==> config.mk <==
export PLATFORM = sky130hd
export DESIGN_NAME = fb_fetch_arbiter_flat
export DESIGN_NICKNAME = d
export VERILOG_FILES = /design/src/rtl/fb_fetch_arbiter_if.sv /design/src/rtl/fb_fetch_arbiter.sv /design/src/flat_wrapper.sv
export SDC_FILE = /design/constraint.sdc
export NUM_CORES = 1
export LEC_CHECK = 0
export BUFFER_PORTS_ARGS = -buffer_cell sky130_fd_sc_hd__buf_2
export CORE_AREA = 5 5 114 116
export CTS_BUF_LIST = sky130_fd_sc_hd__clkbuf_16
export CTS_CLUSTER_SIZE = 24
export DETAILED_ROUTE_END_ITERATION = 6
export DIE_AREA = 0 0 119 121
export HOLD_SLACK_MARGIN = 0.12
export PLACE_DENSITY_LB_ADDON = 0.2
export SETUP_SLACK_MARGIN = 0.15
export SYNTH_ARGS = -nofsm -noshare
export SYNTH_HDL_FRONTEND = slang
export SYNTH_SLANG_ARGS = --single-unit
export TNS_END_PERCENT = 30
==> constraint.sdc <==
create_clock -name clk -period 3.5 [get_ports clk]
set_input_delay 0.7 -clock clk [delete_from_list [all_inputs] [get_ports clk]]
set_output_delay 0.7 -clock clk [all_outputs]
set_load 0.05 [all_outputs]
==> src/rtl/fb_fetch_arbiter_if.sv <==
// Memory, host-write and line-buffer signals of the framebuffer fetch arbiter.
// master = arbiter side, slave = memory/host/line-buffer side.
interface fb_fetch_arbiter_if #(
  parameter int unsigned HBITS     = 11,
  parameter int unsigned ADDR_BITS = 19,
  parameter int unsigned DATA_BITS = 24
);

  logic                 mem_req;
  logic                 mem_we;
  logic [ADDR_BITS-1:0] mem_addr;
  logic [DATA_BITS-1:0] mem_wdata;
  logic                 mem_ack;
  logic                 mem_rvalid;
  logic [DATA_BITS-1:0] mem_rdata;

  logic                 lb_we;
  logic                 lb_bank;
  logic [HBITS-1:0]     lb_addr;
  logic [DATA_BITS-1:0] lb_wdata;

  logic                 host_valid;
  logic                 host_ready;
  logic [ADDR_BITS-1:0] host_addr;
  logic [DATA_BITS-1:0] host_wdata;

  modport master (
    output mem_req, mem_we, mem_addr, mem_wdata,
    input  mem_ack, mem_rvalid, mem_rdata,
    output lb_we, lb_bank, lb_addr, lb_wdata,
    input  host_valid, host_addr, host_wdata,
    output host_ready
  );

  modport slave (
    input  mem_req, mem_we, mem_addr, mem_wdata,
    output mem_ack, mem_rvalid, mem_rdata,
    input  lb_we, lb_bank, lb_addr, lb_wdata,
    output host_valid, host_addr, host_wdata,
    input  host_ready
  );

endinterface

==> src/rtl/fb_fetch_arbiter.sv <==
// Shares a single-port framebuffer between scanout line prefetch (hard deadline)
// and host pixel writes (best effort); prefetch fills a ping-pong line buffer.
module fb_fetch_arbiter #(
  parameter int unsigned HBITS     = 11,
  parameter int unsigned VBITS     = 10,
  parameter int unsigned HVISIBLE  = 800,
  parameter int unsigned VVISIBLE  = 600,
  parameter int unsigned VTOTAL    = 628,
  parameter int unsigned ADDR_BITS = 19,
  parameter int unsigned DATA_BITS = 24
) (
  input  logic                 clk,
  input  logic                 rst,
  input  logic [HBITS-1:0]     column_addr,
  input  logic [VBITS-1:0]     row_addr,
  fb_fetch_arbiter_if.master   bus,
  output logic                 busy,
  output logic                 underrun
);

  localparam logic [1:0] IDLE  = 2'd0;
  localparam logic [1:0] ISSUE = 2'd1;
  localparam logic [1:0] DRAIN = 2'd2;

  localparam logic [HBITS-1:0]     LINE_WORDS  = HBITS'(HVISIBLE);
  localparam logic [HBITS-1:0]     LAST_WORD   = HBITS'(HVISIBLE - 1);
  localparam logic [VBITS-1:0]     LAST_FETCH  = VBITS'(VVISIBLE - 1);
  localparam logic [VBITS-1:0]     LAST_ROW    = VBITS'(VTOTAL - 1);
  localparam logic [ADDR_BITS-1:0] LINE_STRIDE = ADDR_BITS'(HVISIBLE);

  logic [1:0]           state;
  logic [1:0]           state_nxt;
  logic [HBITS-1:0]     issue_cnt;
  logic [HBITS-1:0]     ret_cnt;
  logic [ADDR_BITS-1:0] line_base;
  logic                 bank;

  logic                 wrap_c;
  logic                 trig_c;
  logic                 start_c;
  logic                 ret_en_c;
  logic                 lb_we_c;
  logic                 mem_req_c;
  logic                 mem_we_c;
  logic [ADDR_BITS-1:0] mem_addr_c;
  logic [DATA_BITS-1:0] mem_wdata_c;
  logic                 host_ready_c;

  // One trigger per blanking interval: prefetch the next visible line, or line 0 at frame end.
  assign wrap_c = (row_addr == LAST_ROW);
  assign trig_c = (column_addr == LINE_WORDS) && ((row_addr < LAST_FETCH) || wrap_c);

  always_ff @(posedge clk) begin
    if (rst) begin
      state <= IDLE;
    end else begin
      state <= state_nxt;
    end
  end

  // Next state plus the combinational memory/host mux; trigger always beats the host.
  always_comb begin
    state_nxt    = state;
    start_c      = 1'b0;
    ret_en_c     = 1'b0;
    mem_req_c    = 1'b0;
    mem_we_c     = 1'b0;
    mem_addr_c   = '0;
    mem_wdata_c  = '0;
    host_ready_c = 1'b0;

    case (state)
      IDLE: begin
        if (trig_c) begin
          start_c   = 1'b1;
          state_nxt = ISSUE;
        end else begin
          mem_req_c    = bus.host_valid;
          mem_we_c     = bus.host_valid;
          mem_addr_c   = bus.host_valid ? bus.host_addr  : '0;
          mem_wdata_c  = bus.host_valid ? bus.host_wdata : '0;
          host_ready_c = bus.mem_ack;
        end
      end
      ISSUE: begin
        ret_en_c   = 1'b1;
        mem_req_c  = 1'b1;
        mem_addr_c = line_base + ADDR_BITS'(issue_cnt);
        if (bus.mem_ack && (issue_cnt == LAST_WORD)) begin
          state_nxt = DRAIN;
        end
      end
      DRAIN: begin
        ret_en_c = 1'b1;
        if (ret_cnt == LINE_WORDS) begin
          state_nxt = IDLE;
        end
      end
      default: begin
        state_nxt = IDLE;
      end
    endcase
  end

  // Read returns go straight into the line buffer in arrival order.
  assign lb_we_c = ret_en_c & bus.mem_rvalid;

  assign bus.mem_req    = mem_req_c;
  assign bus.mem_we     = mem_we_c;
  assign bus.mem_addr   = mem_addr_c;
  assign bus.mem_wdata  = mem_wdata_c;
  assign bus.host_ready = host_ready_c;
  assign bus.lb_we      = lb_we_c;
  assign bus.lb_addr    = lb_we_c ? ret_cnt : '0;
  assign bus.lb_wdata   = lb_we_c ? bus.mem_rdata : '0;
  assign bus.lb_bank    = bank;

  // Fetch bookkeeping; a trigger outside IDLE only raises the sticky underrun flag.
  always_ff @(posedge clk) begin
    if (rst) begin
      line_base <= '0;
      bank      <= 1'b0;
      issue_cnt <= '0;
      ret_cnt   <= '0;
      busy      <= 1'b0;
      underrun  <= 1'b0;
    end else begin
      busy <= (state_nxt != IDLE);
      if (start_c) begin
        issue_cnt <= '0;
        ret_cnt   <= '0;
        bank      <= wrap_c ? 1'b0 : ~row_addr[0];
        line_base <= wrap_c ? '0 : line_base + LINE_STRIDE;
      end else begin
        if ((state == ISSUE) && bus.mem_ack) begin
          issue_cnt <= issue_cnt + HBITS'(1);
        end
        if (lb_we_c) begin
          ret_cnt <= ret_cnt + HBITS'(1);
        end
      end
      if (trig_c && (state != IDLE)) begin
        underrun <= 1'b1;
      end
    end
  end

endmodule
==> src/flat_wrapper.sv <==
// flat-port wrapper written by rule: the top's interface ports become plain ports
module fb_fetch_arbiter_flat 
#(
  parameter int unsigned HBITS     = 11,
  parameter int unsigned VBITS     = 10,
  parameter int unsigned HVISIBLE  = 800,
  parameter int unsigned VVISIBLE  = 600,
  parameter int unsigned VTOTAL    = 628,
  parameter int unsigned ADDR_BITS = 19,
  parameter int unsigned DATA_BITS = 24
)
  (clk, rst, column_addr, row_addr, busy, underrun, bus_mem_req, bus_mem_we, bus_mem_addr, bus_mem_wdata, bus_mem_ack, bus_mem_rvalid, bus_mem_rdata, bus_lb_we, bus_lb_bank, bus_lb_addr, bus_lb_wdata, bus_host_valid, bus_host_addr, bus_host_wdata, bus_host_ready);
  fb_fetch_arbiter_if #(.HBITS(HBITS), .ADDR_BITS(ADDR_BITS), .DATA_BITS(DATA_BITS)) bus_i ();
  input  logic clk;
  input  logic rst;
  input  logic [HBITS-1:0] column_addr;
  input  logic [VBITS-1:0] row_addr;
  output logic busy;
  output logic underrun;
  output wire logic [$bits(bus_i.mem_req)-1:0] bus_mem_req;
  output wire logic [$bits(bus_i.mem_we)-1:0] bus_mem_we;
  output wire logic [$bits(bus_i.mem_addr)-1:0] bus_mem_addr;
  output wire logic [$bits(bus_i.mem_wdata)-1:0] bus_mem_wdata;
  input wire logic [$bits(bus_i.mem_ack)-1:0] bus_mem_ack;
  input wire logic [$bits(bus_i.mem_rvalid)-1:0] bus_mem_rvalid;
  input wire logic [$bits(bus_i.mem_rdata)-1:0] bus_mem_rdata;
  output wire logic [$bits(bus_i.lb_we)-1:0] bus_lb_we;
  output wire logic [$bits(bus_i.lb_bank)-1:0] bus_lb_bank;
  output wire logic [$bits(bus_i.lb_addr)-1:0] bus_lb_addr;
  output wire logic [$bits(bus_i.lb_wdata)-1:0] bus_lb_wdata;
  input wire logic [$bits(bus_i.host_valid)-1:0] bus_host_valid;
  input wire logic [$bits(bus_i.host_addr)-1:0] bus_host_addr;
  input wire logic [$bits(bus_i.host_wdata)-1:0] bus_host_wdata;
  output wire logic [$bits(bus_i.host_ready)-1:0] bus_host_ready;
  assign bus_mem_req = bus_i.mem_req;
  assign bus_mem_we = bus_i.mem_we;
  assign bus_mem_addr = bus_i.mem_addr;
  assign bus_mem_wdata = bus_i.mem_wdata;
  assign bus_i.mem_ack = bus_mem_ack;
  assign bus_i.mem_rvalid = bus_mem_rvalid;
  assign bus_i.mem_rdata = bus_mem_rdata;
  assign bus_lb_we = bus_i.lb_we;
  assign bus_lb_bank = bus_i.lb_bank;
  assign bus_lb_addr = bus_i.lb_addr;
  assign bus_lb_wdata = bus_i.lb_wdata;
  assign bus_i.host_valid = bus_host_valid;
  assign bus_i.host_addr = bus_host_addr;
  assign bus_i.host_wdata = bus_host_wdata;
  assign bus_host_ready = bus_i.host_ready;
  fb_fetch_arbiter #(.HBITS(HBITS), .VBITS(VBITS), .HVISIBLE(HVISIBLE), .VVISIBLE(VVISIBLE), .VTOTAL(VTOTAL), .ADDR_BITS(ADDR_BITS), .DATA_BITS(DATA_BITS)) u_core (.clk(clk), .rst(rst), .column_addr(column_addr), .row_addr(row_addr), .bus(bus_i), .busy(busy), .underrun(underrun));
endmodule
==> impl_metrics.yaml <==
critical_path:
  arrival_ns: 2.50
  rr_worst_depth: 7
  worstPathCellList: "buf_2 > nor4_1 > and4_1 > o21a_1 > nor2_4 > buf_4 > and2_1 > buf_2"
  max_stage_delay_ns: 0.36
  crit_slowest_cell: "nor4_1"
  critical_path_required_ns: 2.80
  cp_top_family: "simple AND/OR/NAND/NOR gates"
  startpoint_type: "input pin"
  reg2reg_slack_ns: 1.22
  path_buf_inv: 3
  worst-path-stages: 8
  timing.rr.end: "u_core.ret_cnt[10]"
  crit_path_end: "bus_mem_wdata[0]"
  crit_path_frequent_cell: "buf_2"
  r2r_start: "u_core.state[1]"
  cp-startpoint: "column_addr[1]"
  path_class: "input pin to primary output"
  critPathMaxFanout: 15
  endpoint_kind: "primary output"
floorplan:
  initial_core_util_pct: 26.3
  dieHeight_microns: 121
  coreArea_sq_um: 11800
  fp.dieW_microns: 119
  ios: 178
  dieArea_sq_um: 14400
  rows: 40
cts:
  cts_buffers: 5
  cts_sinks: 41
  cts_tree: "done"
  clockRootBuffer: "clkbuf_16"
  cts_buffer_depth: 2
  postCtsHoldBufs: 0
  clkTransAtPathRegs_ns: 0.06
  clk_latency_ns: 0.28
  cts_max_level: 2
sta:
  max_freq_mhz: 312
  skew_ns: 0.00579
  finalCriticalPeriod_ns: 3.20
  slew-limit-headroom_pct: 47.6
  max_slew.worst_pin.slew_ns: 0.786
  finalHoldViolations: 0
  finalSetupTns_ns: 0
  post-route-period-util_pct: 91.5
  grt_setup_unrepaired: "no"
  setup_viol: 0
  finalMaxSlewViolations: 0
placement:
  port_buffers: 177
  dp_hpwl_microns: 8100
  place.gp.congestion: 0.786
synth:
  synth_area_per_cell_sq_um: 8.15
  ys_types: 60
  synth_flop_cell: "dfxtp_1"
  async_reset_ff_share_pct: 0
  netlist.area_leader.share_pct: 26.4
  yosys_warnings: 0
  synth_top_cell_by_area: "dfxtp_1"
  seq_area_frac_synth_pct: 26.4
  synth_edf_count: 0
  synth_area_leaders: "dfxtp_1 (26%), and3_1 (8.4%), xor2_1 (6.5%), and2_1 (5.8%), ha_1 (5.6%)"
  synthCells: 382
  syn_area_sq_um: 3110
  synth_nets: 489
  ys_seq_elements: 41
route:
  first_pass_iters: 4
  route.detailed.drc: 0
  viasPerCell: 4.95
  postRouteAntennaNets: 0
  post_drt_wl_per_cell_microns: 14.5
  drt_iter0_markers: 94
  wirelength_microns: 10400
  via_count: 3560
global_routing:
  antenna_found_initial: 0
  grt_usage_pct: 13.8
  grt_remaining_overflow: 0
  grt_pass1_vias: 3593
  grt_max_degree: 37
  grt_pass1_wl_microns: 16800
power_and_ir_drop:
  power_mw: 1.26
  swShare_pct: 29.1
  clkPwrFrac_pct: 41.9
  p_sw_uw: 368
  p_leak_nw: 2.28
  ir_drop_mv: 0.165
  p_int_uw: 894
  seq_power_share_pct: 37.0
  pwr_density_cell_nw_per_um2: 284
  p_comb_share_pct: 21.1
hold_path:
  min-delay-start: "u_core.underrun"
  worstHoldPathType: "flop to flop"
layout:
  final_common_cell: "buf_2"
  nets: 678
  final_cell_mix: "buf_2 (177), and3_1 (42), dfxtp_1 (41)"
  n_antenna_cell: 0
  drive_above_1_share_pct: 40.0
  area_delta_synth_final_pct: 43.0
flow_run:
  cap_violations: 0
run_status:
  outcome: "finished clean"
worst min path at each step:
stage / end / cells past startpoint
after floorplan: u_core.issue_cnt[1] / 2
after CTS: u_core.underrun / 2
after detailed placement: u_core.underrun / 2
after global placement: u_core.underrun / 2
after global routing: u_core.underrun / 2
final: u_core.underrun / 2
registers in the layout, summed over array words and instances (netlist names):
name,flops
u_core.busy,1
u_core.issue_cnt,11
u_core.line_base,14
u_core.ret_cnt,11
u_core.bus.lb_bank,1
u_core.underrun,1
u_core.state,2
power by group through the flow:
stage | logic, mW | clock network [mW] | registers (mW)
after floorplan | 0.157 | 0 | 0.477
after CTS | 0.266 | 0.541 | 0.466
after detailed placement | 0.265 | 0 | 0.477
after global placement | 0.262 | 0 | 0.477
final | 0.266 | 0.529 | 0.466
after global routing | 0.285 | 0.552 | 0.466
cells by family (layout without fill, tap and decap cells):
group | after synthesis | after routing | share of synthesized area [%]
AO/OA/AOI/OAI | 82 | 82 | 19.1
XOR/XNOR | 30 | 30 | 8.44
adder cells (fa/ha/maj) | 14 | 14 | 5.63
buffers and inverters | 28 | 217 | 4.02
flip-flops | 41 | 41 | 26.4
multiplexers | 3 | 3 | 0.965
AND/OR/NAND/NOR | 184 | 185 | 35.4
cells in the mapped netlist (2+ instances only):
| cell type | count |
|---|---|
| nand4_1 | 7 |
| nand2_1 | 20 |
| xor2_1 | 23 |
| o21a_1 | 2 |
| or3_1 | 5 |
| mux2i_1 | 3 |
| nand3_1 | 10 |
| nor3_1 | 9 |
| a31oi_1 | 4 |
| o31ai_1 | 6 |
| a21oi_1 | 22 |
| a22o_1 | 17 |
| xnor2_1 | 7 |
| dfxtp_1 | 41 |
| a21o_2 | 2 |
| inv_1 | 9 |
| or2_2 | 4 |
| nor2_1 | 29 |
| and2_1 | 29 |
| or4_1 | 7 |
| clkbuf_1 | 15 |
| o21ai_0 | 13 |
| a21o_1 | 2 |
| nand4b_1 | 2 |
| ha_1 | 14 |
| and3_1 | 42 |
| nor4b_1 | 2 |
| and4_1 | 4 |
cell type report:
| cell class | count | area, sq um |
|---|---|---|
| flip-flops and latches | 41 | 821 |
| clock inverters | 3 | 41.3 |
| multi-input cells | 314 | 2190 |
| inverters | 9 | 33.8 |
| repair buffers | 200 | 1060 |
| well taps | 147 | 184 |
| clock buffers | 5 | 125 |
| fillers | 1228 | 7360 |
per-stage QoR:
stage	std cells	instance area [sq um]	setup slack (ns)	utilization, %	hold slack, ns
after global placement	710	4270	-0.108	36.1	0.450
after CTS	718	4440	0.179	37.6	0.492
after global routing	719	4450	0.160	37.7	0.506
after detailed placement	710	4270	-0.205	36.1	0.474
after floorplan	382	3110	0.175	-	0.467
final	719	4450	0.296	37.7	0.479
tightest hold or removal path, delay by kind of cell, from the launching register on:
kind / cells / cell delay, ns
AO/OA/AOI/OAI: 1 / 0.05
flip-flops: 1 / 0.33
AND/OR/NAND/NOR: 1 / 0.07
routing by layer:
layer	part of all wire [%]	wire, microns	GRT usage (%)
met1	44	4580	16.7
met2	47	4920	24.1
met3	8.6	898	4.34
met4	0.52	54	2.68
met5	0	0	0
repair_timing:
item / 4_1_cts / 5_1_grt
gates resized for setup: 1 / 2
cloned: 0 / 1
pin swaps: 0 / 1
endpoints found under the setup margin: 44 / 16
setup buffers: 0 / 0
hold endpoints to repair: 0 / 0
Note: power is estimated with default switching activity, not from simulation.
